[config.mk]
export PLATFORM = sky130hd
export DESIGN_NAME = dmem_arbiter_flat
export DESIGN_NICKNAME = d
export VERILOG_FILES = /design/src/rtl/dmem_arbiter_if.sv /design/src/rtl/dmem_arbiter.sv /design/src/flat_wrapper.sv
export SDC_FILE = /design/constraint.sdc
export NUM_CORES = 1
export LEC_CHECK = 0
export CAP_MARGIN = 0
export CORE_UTILIZATION = 36
export DETAILED_ROUTE_END_ITERATION = 8
export GPL_ROUTABILITY_DRIVEN = 0
export PLACE_DENSITY = 0.75
export SYNTH_ARGS = -nofsm -noshare
export SYNTH_HDL_FRONTEND = slang
export SYNTH_SLANG_ARGS = --single-unit
[constraint.sdc]
create_clock -name clk -period 2.2 [get_ports clk]
set_input_delay 0.22 -clock clk [delete_from_list [all_inputs] [get_ports clk]]
set_output_delay 0.22 -clock clk [all_outputs]
set_load 0.01 [all_outputs]
[src/rtl/dmem_arbiter_if.sv]
// rtl/dmem_arbiter_if.sv - requester and memory bus bundle for the two-port data memory arbiter
// Requester fields are packed per port (port p in slice p); memory side is a single word port.

interface dmem_arbiter_if #(
    parameter int AW = 32,
    parameter int DW = 32
);
    logic [1:0]      req;
    logic [1:0]      we;
    logic [3:0]      size;
    logic [1:0]      uns;
    logic [2*AW-1:0] addr;
    logic [2*DW-1:0] wdata;
    logic [1:0]      gnt;
    logic [1:0]      done;
    logic [1:0]      err;
    logic [DW-1:0]   rdata;
    logic            mem_we;
    logic [3:0]      mem_be;
    logic [AW-1:0]   mem_addr;
    logic [DW-1:0]   mem_wdata;
    logic [DW-1:0]   mem_rdata;

    modport slave (
        input  req, we, size, uns, addr, wdata, mem_rdata,
        output gnt, done, err, rdata, mem_we, mem_be, mem_addr, mem_wdata
    );

    modport master (
        output req, we, size, uns, addr, wdata, mem_rdata,
        input  gnt, done, err, rdata, mem_we, mem_be, mem_addr, mem_wdata
    );
endinterface

[src/rtl/dmem_arbiter.sv]
// rtl/dmem_arbiter.sv - round-robin two-port arbiter onto a single-cycle data memory
// One transaction in flight: IDLE (grant) -> ISSUE (memory access) -> DONE (completion pulse).

module dmem_arbiter #(
    parameter int ADDR_WIDTH = 32,
    parameter int DATA_WIDTH = 32
) (
    input  logic          clk,
    input  logic          rst,
    dmem_arbiter_if.slave bus
);
    typedef enum logic [1:0] {
        S_IDLE  = 2'd0,
        S_ISSUE = 2'd1,
        S_DONE  = 2'd2
    } state_e;

    state_e                  state_q, state_d;
    logic                    last_q, last_d;
    logic                    port_q, port_d;
    logic                    we_q, we_d;
    logic [1:0]              size_q, size_d;
    logic                    uns_q, uns_d;
    logic [ADDR_WIDTH-1:0]   addr_q, addr_d;
    logic [DATA_WIDTH-1:0]   wdata_q, wdata_d;
    logic [DATA_WIDTH-1:0]   rdata_q, rdata_d;

    logic                    win;
    logic                    legal;
    logic [3:0]              lane_be;
    logic [DATA_WIDTH-1:0]   store_word;
    logic [DATA_WIDTH-1:0]   lane_shift;
    logic [DATA_WIDTH-1:0]   load_ext;

    logic [1:0]              gnt_c, done_c, err_c;
    logic                    mem_we_c;
    logic [3:0]              mem_be_c;

    // Sole requester wins outright; on contention the port not granted last wins.
    always_comb begin
        win = bus.req[1];
        if (bus.req == 2'b11) begin
            win = ~last_q;
        end
    end

    always_comb begin
        legal = 1'b0;
        case (size_q)
            2'b00:   legal = 1'b1;
            2'b01:   legal = ~addr_q[0];
            2'b10:   legal = (addr_q[1:0] == 2'b00);
            default: legal = 1'b0;
        endcase
    end

    always_comb begin
        lane_be    = 4'b0000;
        store_word = wdata_q;
        case (size_q)
            2'b00: begin
                lane_be    = 4'b0001 << addr_q[1:0];
                store_word = {4{wdata_q[7:0]}};
            end
            2'b01: begin
                lane_be    = addr_q[1] ? 4'b1100 : 4'b0011;
                store_word = {2{wdata_q[15:0]}};
            end
            2'b10: begin
                lane_be    = 4'b1111;
                store_word = wdata_q;
            end
            default: begin
                lane_be    = 4'b0000;
                store_word = wdata_q;
            end
        endcase
        if (!legal) begin
            lane_be = 4'b0000;
        end
    end

    // Legal halves are 2-byte aligned, so shifting by the full byte offset lands either lane pair.
    always_comb begin
        lane_shift = bus.mem_rdata >> {addr_q[1:0], 3'b000};
        load_ext   = bus.mem_rdata;
        case (size_q)
            2'b00:   load_ext = uns_q ? {24'h000000, lane_shift[7:0]}
                                      : {{24{lane_shift[7]}}, lane_shift[7:0]};
            2'b01:   load_ext = uns_q ? {16'h0000, lane_shift[15:0]}
                                      : {{16{lane_shift[15]}}, lane_shift[15:0]};
            default: load_ext = bus.mem_rdata;
        endcase
    end

    always_comb begin
        state_d  = state_q;
        last_d   = last_q;
        port_d   = port_q;
        we_d     = we_q;
        size_d   = size_q;
        uns_d    = uns_q;
        addr_d   = addr_q;
        wdata_d  = wdata_q;
        rdata_d  = rdata_q;
        gnt_c    = 2'b00;
        done_c   = 2'b00;
        err_c    = 2'b00;
        mem_we_c = 1'b0;
        mem_be_c = 4'b0000;

        case (state_q)
            S_IDLE: begin
                if (|bus.req) begin
                    gnt_c   = win ? 2'b10 : 2'b01;
                    last_d  = win;
                    port_d  = win;
                    we_d    = bus.we[win];
                    size_d  = win ? bus.size[3:2] : bus.size[1:0];
                    uns_d   = bus.uns[win];
                    addr_d  = win ? bus.addr[2*ADDR_WIDTH-1:ADDR_WIDTH]
                                  : bus.addr[ADDR_WIDTH-1:0];
                    wdata_d = win ? bus.wdata[2*DATA_WIDTH-1:DATA_WIDTH]
                                  : bus.wdata[DATA_WIDTH-1:0];
                    state_d = S_ISSUE;
                end
            end
            S_ISSUE: begin
                mem_be_c = lane_be;
                mem_we_c = we_q & legal;
                rdata_d  = (!we_q && legal) ? load_ext : '0;
                state_d  = S_DONE;
            end
            S_DONE: begin
                done_c  = port_q ? 2'b10 : 2'b01;
                err_c   = legal ? 2'b00 : done_c;
                state_d = S_IDLE;
            end
            default: begin
                state_d = S_IDLE;
            end
        endcase

        // A reset edge must not see a grant, a completion or a memory write.
        if (rst) begin
            gnt_c    = 2'b00;
            done_c   = 2'b00;
            err_c    = 2'b00;
            mem_we_c = 1'b0;
            mem_be_c = 4'b0000;
        end
    end

    always_ff @(posedge clk) begin
        if (rst) begin
            state_q <= S_IDLE;
            last_q  <= 1'b1;
            port_q  <= 1'b0;
            we_q    <= 1'b0;
            size_q  <= 2'b00;
            uns_q   <= 1'b0;
            addr_q  <= '0;
            wdata_q <= '0;
            rdata_q <= '0;
        end else begin
            state_q <= state_d;
            last_q  <= last_d;
            port_q  <= port_d;
            we_q    <= we_d;
            size_q  <= size_d;
            uns_q   <= uns_d;
            addr_q  <= addr_d;
            wdata_q <= wdata_d;
            rdata_q <= rdata_d;
        end
    end

    assign bus.gnt       = gnt_c;
    assign bus.done      = done_c;
    assign bus.err       = err_c;
    assign bus.rdata     = rdata_q;
    assign bus.mem_we    = mem_we_c;
    assign bus.mem_be    = mem_be_c;
    assign bus.mem_addr  = {addr_q[ADDR_WIDTH-1:2], 2'b00};
    assign bus.mem_wdata = store_word;

endmodule

[src/flat_wrapper.sv]
// flat-port wrapper written by rule: the top's interface ports become plain ports
module dmem_arbiter_flat 
#(
    parameter int ADDR_WIDTH = 32,
    parameter int DATA_WIDTH = 32
)
  (clk, rst, bus_req, bus_we, bus_size, bus_uns, bus_addr, bus_wdata, bus_mem_rdata, bus_gnt, bus_done, bus_err, bus_rdata, bus_mem_we, bus_mem_be, bus_mem_addr, bus_mem_wdata);
  dmem_arbiter_if #(.AW(32), .DW(32)) bus_i ();
  input  logic clk;
  input  logic rst;
  input wire logic [$bits(bus_i.req)-1:0] bus_req;
  input wire logic [$bits(bus_i.we)-1:0] bus_we;
  input wire logic [$bits(bus_i.size)-1:0] bus_size;
  input wire logic [$bits(bus_i.uns)-1:0] bus_uns;
  input wire logic [$bits(bus_i.addr)-1:0] bus_addr;
  input wire logic [$bits(bus_i.wdata)-1:0] bus_wdata;
  input wire logic [$bits(bus_i.mem_rdata)-1:0] bus_mem_rdata;
  output wire logic [$bits(bus_i.gnt)-1:0] bus_gnt;
  output wire logic [$bits(bus_i.done)-1:0] bus_done;
  output wire logic [$bits(bus_i.err)-1:0] bus_err;
  output wire logic [$bits(bus_i.rdata)-1:0] bus_rdata;
  output wire logic [$bits(bus_i.mem_we)-1:0] bus_mem_we;
  output wire logic [$bits(bus_i.mem_be)-1:0] bus_mem_be;
  output wire logic [$bits(bus_i.mem_addr)-1:0] bus_mem_addr;
  output wire logic [$bits(bus_i.mem_wdata)-1:0] bus_mem_wdata;
  assign bus_i.req = bus_req;
  assign bus_i.we = bus_we;
  assign bus_i.size = bus_size;
  assign bus_i.uns = bus_uns;
  assign bus_i.addr = bus_addr;
  assign bus_i.wdata = bus_wdata;
  assign bus_i.mem_rdata = bus_mem_rdata;
  assign bus_gnt = bus_i.gnt;
  assign bus_done = bus_i.done;
  assign bus_err = bus_i.err;
  assign bus_rdata = bus_i.rdata;
  assign bus_mem_we = bus_i.mem_we;
  assign bus_mem_be = bus_i.mem_be;
  assign bus_mem_addr = bus_i.mem_addr;
  assign bus_mem_wdata = bus_i.mem_wdata;
  dmem_arbiter #(.ADDR_WIDTH(ADDR_WIDTH), .DATA_WIDTH(DATA_WIDTH)) u_core (.clk(clk), .rst(rst), .bus(bus_i));
endmodule
==> results.md, run 1 <==
- Antenna violations before repair: 1
- Max-Cap Viols: 0
- Clock transition at the registers of the reported paths: 0.07 ns
- Final WL: 19.3 mm
- CTS Buffer Depth: 2
- Commonest register cell after synthesis: dfxtp_1
- Tot Pwr: roughly 0.0054 W
- Most common cell after layout, fill and taps aside: clkdlybuf4s50_1
- Number of synthesized flops with an enable pin: 0
- CTS root buf: clkbuf_16
- GRT Util Overall: 0.256
- Fin nets: ~960
- Residual DRC: 0
- Yosys Warn Count: 0
- Largest net degree at the start of global routing: 62
- Via count: ~5400
- Crit Path Class: flip-flop to output pin
- Sequential cell area: approximately 0.0021 mm^2
- Hold Path Origin: rst
- Min cycle time layout: 2.16 ns
- Status: finished clean
- Worst setup SP type: flip-flop
- Met1 Usage GRT: 0.285
- Worst hold endpoint: u_core.state_q[1]
- Tightest Hold Check Type: input pin to flip-flop
- Final setup fails: 0
- Area used by multi-input combinational logic: around 0.0026 mm^2
- Clock Skew: about 0.0061 ns
- Maximum clock rate: approximately 460 MHz
- Sequential area share after synthesis: 0.402
- #FFs+latches synth: 104
- Flop-to-flop setup slack: about 0.34 ns
- Crit. End Element: output pin
- Core area: 0.0139 mm^2
- Reg2reg path depth: 5
- Final Util: 0.587
- Clock tree sinks: approximately 100
- Cell row count: 43
- GR Util met2: 0.458
- Vias in the first global route: 5480
- Req. time, crit path: 1.98 ns
- Met3 GRT Util: 0.0571
- Sum of negative setup slack: 0 ns
- Tcrit/Tclk final: 0.980
- Drt initial violations: ~440
- Worst Path Arrival: 1.94 ns
- Clk Latency, worst-skew pair: between 0.3 and 0.4 ns
- RSZ-0062 raised after global routing: no
- Least-Margin Pin Slew: 0.789 ns
- Hold Path Depth: 3
- Number of port buffers: 276
- GR Overflow Total: 0
- H-tree levels: 3
- Mean area per synthesized cell: a little over 9 um^2
- Final Hold Viols: 0
- Critical path fanouts, max: 9
- Post-DR wirelength/cell: 19.9 um
- Share of layout cells above drive strength 1: 0.0911
- Cells after Synth: 564
- Leak: between 3 and 4 nW
- Synthesis-to-layout area growth: 58.0%
- Top-level I/O count: 279
- Post-synth ARST share: 0
- Most frequent cells in the layout: clkdlybuf4s50_1 (263), dfxtp_1 (100), nor2_1 (68)
- Die X: 122 um
- IR drop worst, VDD: 411 uV
- Synth unique cells: 47
- FF-to-FF Start: u_core.addr_q[1]
- Number of buffers created by CTS: 9
- Netlist Area Pre-Place: approximately 0.0052 mm^2
- Detailed Place HPWL: 14.5 mm
- Die height: 122 um
- Antenna Nets Post-Route: 0
- CTS tree: yes
- Vias/cell: 5.57
- Gr busiest metal: met2
- 1st-pass router iterations: 8
- Rel. slew slack: 0.472
- Filler cells: 1196
- Initial Utilization: 0.372
- Final slew viol count: 0
- Global-route wire length before repair: 28.9 mm
- Power per Cell Area: 660 mW/mm^2
- RR Endpoint: u_core.bus.rdata[30]
- Die Area: 0.0149 mm^2
per-stage QoR:
step | hold slack, ns | instance area, um^2 | cells | setup WS (ns)
final | 0.270 | 8180 | 971 | 0.0449
after global routing | 0.317 | 8180 | 971 | 0.000777
after CTS | 0.267 | 8160 | 970 | 0.0229
after detailed placement | 0.441 | 7860 | 954 | 0.0702
after global placement | 0.433 | 7860 | 954 | 0.0408
after floorplan | 0.359 | 5180 | 565 | 0.502
worst max-delay path by stage:
stage / startpoint / end / slack, ns / cells past startpoint
after floorplan: u_core.state_q[1] / bus_mem_be[0] / 0.50 / 4
after global placement: bus_req[1] / bus_gnt[0] / 0.04 / 5
after detailed placement: bus_req[1] / bus_gnt[0] / 0.07 / 5
after CTS: u_core.size_q[0] / bus_mem_wdata[15] / 0.02 / 5
after global routing: u_core.size_q[0] / bus_mem_wdata[13] / 0.0008 / 5
final: u_core.size_q[0] / bus_mem_wdata[13] / 0.04 / 5
logic make-up after synthesis:
logic type,count (synthesis),synth area share
flip-flops,104,0.402
AO/OA/AOI/OAI,152,0.241
XOR/XNOR,1,0.00169
multiplexers,49,0.101
AND/OR/NAND/NOR,164,0.147
other,1,0.000724
buffers and inverters,93,0.107
report_power, final:
group	total [W]	internal, W	switching (W)
clock	0.00152	0.000820	0.000701
sequential	0.00222	0.00207	0.000148
combinational	0.00166	0.000932	0.000731
cells in the mapped netlist, types with 2 or more instances:
master / instances / area share
a211o_1: 2 / 0.0034
a211oi_1: 16 / 0.023
a21oi_1: 10 / 0.0097
a221o_1: 10 / 0.019
a221oi_1: 8 / 0.014
a222oi_1: 49 / 0.095
a32oi_1: 16 / 0.027
and2_1: 11 / 0.013
and3_1: 3 / 0.0036
buf_1: 5 / 0.0036
buf_2: 16 / 0.015
buf_4: 43 / 0.062
buf_6: 3 / 0.0065
clkbuf_1: 24 / 0.017
dfxtp_1: 104 / 0.40
inv_1: 2 / 0.0015
mux2_2: 16 / 0.035
mux2i_1: 32 / 0.062
nand2_1: 49 / 0.036
nand2b_1: 12 / 0.014
nor2_1: 69 / 0.050
nor2b_1: 4 / 0.0048
nor3_1: 3 / 0.0029
nor3_2: 2 / 0.0039
nor4b_1: 2 / 0.0034
o21a_1: 7 / 0.010
o21ai_0: 21 / 0.020
o21ai_1: 5 / 0.0048
or2_1: 2 / 0.0024
cell type report:
cell class | instances | share of cell area
Tap cell | 180 | 0.0275
Antenna cell | 1 | 0.000306
Multi-Input combinational cell | 368 | 0.315
Clock inverter | 3 | 0.00214
Timing Repair Buffer | 301 | 0.368
Clock buffer | 12 | 0.0314
Inverter | 2 | 0.000918
Sequential cell | 104 | 0.255
critical path, stage by stage, from the launching register on:
cell             delay, ns
dfxtp_2               0.36
buf_12                0.15
nor2_4                0.12
buf_12                0.14
mux2_2                0.33
clkdlybuf4s50_1       0.48
repair_timing:
item | in CTS | in global routing
gates resized for setup | 11 | 7
endpoints found under the hold margin | 0 | 0
cloned | 0 | 0
hold buffers | 0 | 0
pin swaps | 1 | 0
buffers inserted | 1 | 0
endpoints found under the setup margin | 16 | 7
registers in the layout (all words and copies together), names as in the netlist:
| signal | cells |
|---|---|
| u_core.bus.rdata | 32 |
| u_core.wdata_q | 32 |
| u_core.state_q | 2 |
| u_core.uns_q | 1 |
| u_core.port_q | 1 |
| u_core.addr_q | 32 |
| u_core.we_q | 1 |
| u_core.size_q | 2 |
| u_core.last_q | 1 |
per-layer routing:
metal	part of all wire	wire, um
met1	0.38	7360
met2	0.50	9750
met3	0.078	1510
met4	0.038	729
met5	0	0
No activity file was read; power rests on OpenSTA's default activity.
==> run 2, diff against run 1 <==
--- a/config.mk
+++ b/config.mk
@@ -6,10 +6,10 @@
 export NUM_CORES = 1
 export LEC_CHECK = 0
 export CAP_MARGIN = 0
-export CORE_UTILIZATION = 36
+export CORE_UTILIZATION = 40
 export DETAILED_ROUTE_END_ITERATION = 8
 export GPL_ROUTABILITY_DRIVEN = 0
-export PLACE_DENSITY = 0.75
+export PLACE_DENSITY = 0.82
 export SYNTH_ARGS = -nofsm -noshare
 export SYNTH_HDL_FRONTEND = slang
 export SYNTH_SLANG_ARGS = --single-unit
==> results.md, run 2 (synthesis gave the netlist of run 1 again) <==
- Routed length on met2: 9.75 mm (about the same)
- Largest net degree at the start of global routing: 44 (was 62)
- CTS Buffer Depth: 2 (unchanged)
- Final slew viol count: 0 (unchanged)
- Vias in the first global route: 5666 (was 5480)
- GR Overflow Total: 0 (unchanged)
- Top routing layer used: met4 (unchanged)
- Number of port buffers: 276 (unchanged)
- Seq pwr share: 0.391 (was 0.410)
- Clock transition at the registers of the reported paths: 0.08 ns (was 0.07 ns)
- H-tree levels: 3 (unchanged)
- Min cycle time layout: 2.15 ns (was 2.16 ns)
- Number of buffers created by CTS: 9 (unchanged)
- Clk pwr share: 0.313 (was 0.282)
- Most frequent cells in the layout: clkdlybuf4s50_1 (269), dfxtp_1 (101), nor2_1 (68) (was clkdlybuf4s50_1 (263), dfxtp_1 (100), nor2_1 (68))
- Final setup fails: 0 (unchanged)
- CTS tree: yes (unchanged)
- Via count: 5534 (was 5407)
- Detailed Place HPWL: 14.3 mm (was 14.5 mm)
- Die Area: 0.0134 mm^2 (was 0.0149 mm^2)
- Initial Utilization: 0.410 (was 0.372)
- Maximum clock rate: 466 MHz (was 464 MHz)
- CTS root buf: clkbuf_16 (unchanged)
- IR drop worst, VDD: 516 uV (was 411 uV)
- Sequential cell area: 0.00209 mm^2 (about the same)
- Residual DRC: 0 (unchanged)
- Clk Latency, worst-skew pair: 0.35 ns (about the same)
- Least-Margin Pin Slew: 0.819 ns (was 0.789 ns)
- Most common cell after layout, fill and taps aside: clkdlybuf4s50_1 (unchanged)
- Antenna violations before repair: 0 (was 1)
- Slowest-stage cell, CP: clkdlybuf4s50_1 (unchanged)
- Hold_ws: 0.151 ns (was 0.270 ns)
- Wl on met1: 6.93 mm (was 7.36 mm)
- Worst path top cell family by delay: buffers and inverters (unchanged)
- Core area: 0.0126 mm^2 (was 0.0139 mm^2)
- # diodes: 0 (was 1)
- Switching Share: 0.290 (was 0.292)
- Share of layout cells above drive strength 1: 0.102 (was 0.0911)
- Tcrit/Tclk final: 0.976 (was 0.980)
- Worst setup SP type: flip-flop (unchanged)
- Comb pwr share: 0.295 (was 0.308)
- 1st-pass router iterations: 6 (was 8)
- Die X: 116 um (was 122 um)
- Filler cells: 1014 (was 1196)
- Crit path cell chain: buf_4, mux2i_1, o21ai_0, clkdlybuf4s50_1 (was buf_12, nor2_4, buf_12, mux2_2, clkdlybuf4s50_1)
- Synthesis-to-layout area growth: 59.2% (was 58.0%)
- Area used by multi-input combinational logic: 0.00258 mm^2 (was 0.00257 mm^2)
- Power per Cell Area: 687 mW/mm^2 (was 660 mW/mm^2)
- Critical path fanouts, max: 9 (unchanged)
- Final Hold Viols: 0 (unchanged)
- Crit Path Class: flip-flop to output pin (unchanged)
- Sw power: 0.00164 W (was 0.00158 W)
- Vias/cell: 5.71 (was 5.57)
- Fin nets: 964 (was 958)
- Post-DR wirelength/cell: 19.8 um (was 19.9 um)
- Cell internal pwr: 0.00402 W (was 0.00382 W)
- Max-Cap Viols: 0 (unchanged)
- Antenna Nets Post-Route: 0 (unchanged)
- Drt initial violations: 502 (was 443)
- Final WL: 19.2 mm (was 19.3 mm)
- Wire length on met3: 1.72 mm (was 1.51 mm)
- Die height: 116 um (was 122 um)
- Top-level I/O count: 279 (unchanged)
- Global-route wire length before repair: 29.2 mm (was 28.9 mm)
- Clock tree sinks: 104 (unchanged)
- Req. time, crit path: 1.98 ns (about the same)
- Worst Path Arrival: 1.93 ns (was 1.94 ns)
- Tightest Hold Check Type: input pin to flip-flop (unchanged)
- Crit. End Element: output pin (unchanged)
- Rel. slew slack: 0.452 (was 0.472)
- Crit path buf inv count: 2 (was 3)
- Final Util: 0.653 (was 0.587)
- Crit-path max cell delay: 0.59 ns (was 0.48 ns)
- Status: finished clean (unchanged)
- Clock Skew: 0.0103 ns (was 0.00615 ns)
- Leak: 3.21 nW (about the same)
- Cell row count: 41 (was 43)
- GRT Util Overall: 0.286 (was 0.256)
==> run 2: cell types whose count changed in the layout (fill, tap and decap cells not counted), sizes merged, moves of 3 or more <==
cell           delta
buf               +6
clkbuf            -3
clkdlybuf4s50     +6
dlygate4sd2       -4
inv               +3
==> run 2: worst paths after layout <==
kind | endpoint | start | slack [ns] | depth (start not counted)
max | bus_mem_wdata[29] | u_core.size_q[0] | 0.05 | 4
min | u_core.we_q | rst | 0.15 | 2
max reg2reg | u_core.bus.rdata[21] | u_core.addr_q[1] | 0.23 | 5
min reg2reg | u_core.bus.rdata[2] | u_core.bus.rdata[2] | 0.45 | 2
==> run 2: metrics by stage <==
stage | setup slack (ns) | TNS, ns | total power [W] | cells | area (um^2)
2_1_floorplan | 0.502 | 0 | 0.00306 | 565 | 5180
3_3_place_gp | 0.119 | 0 | 0.00384 | 952 | 7860
3_5_place_dp | 0.0681 | 0 | 0.00388 | 952 | 7860
4_1_cts | 0.0112 | 0 | 0.00566 | 968 | 8200
5_1_grt | -0.00409 | -0.00409 | 0.00591 | 969 | 8240
6_report | 0.0520 | 0 | 0.00566 | 969 | 8240
==> run 2: per-layer routing <==
metal  up-vias  track usage
met5         -            0
met4         0        0.152
met3        58       0.0889
met2       325        0.501
met1      2611        0.308
li1       2540            -
==> run 2: power by group through the flow <==
stage / clock [W] / combinational, W / sequential [W]
after global routing: 0.00188 / 0.00179 / 0.00223
after global placement: 0 / 0.00160 / 0.00224
after CTS: 0.00180 / 0.00165 / 0.00221
after detailed placement: 0 / 0.00164 / 0.00225
after floorplan: 0 / 0.000840 / 0.00222
final: 0.00177 / 0.00167 / 0.00221
==> run 2: area by class of cell <==
type,instances,area share
clock buffer,9,0.0273
clock inverter,7,0.0123
inverter,2,0.000911
multi-input combinational,368,0.313
sequential,104,0.254
tap,172,0.0261
timing repair buffer,307,0.366
==> run 2: repair_timing <==
| action | CTS | global route |
|---|---|---|
| buffers inserted | 0 | 1 |
| resized for setup | 8 | 10 |
| pin swaps | 0 | 1 |
| endpoints found under the setup margin | 25 | 22 |
| gates cloned | 0 | 0 |
| hold buffers | 0 | 0 |
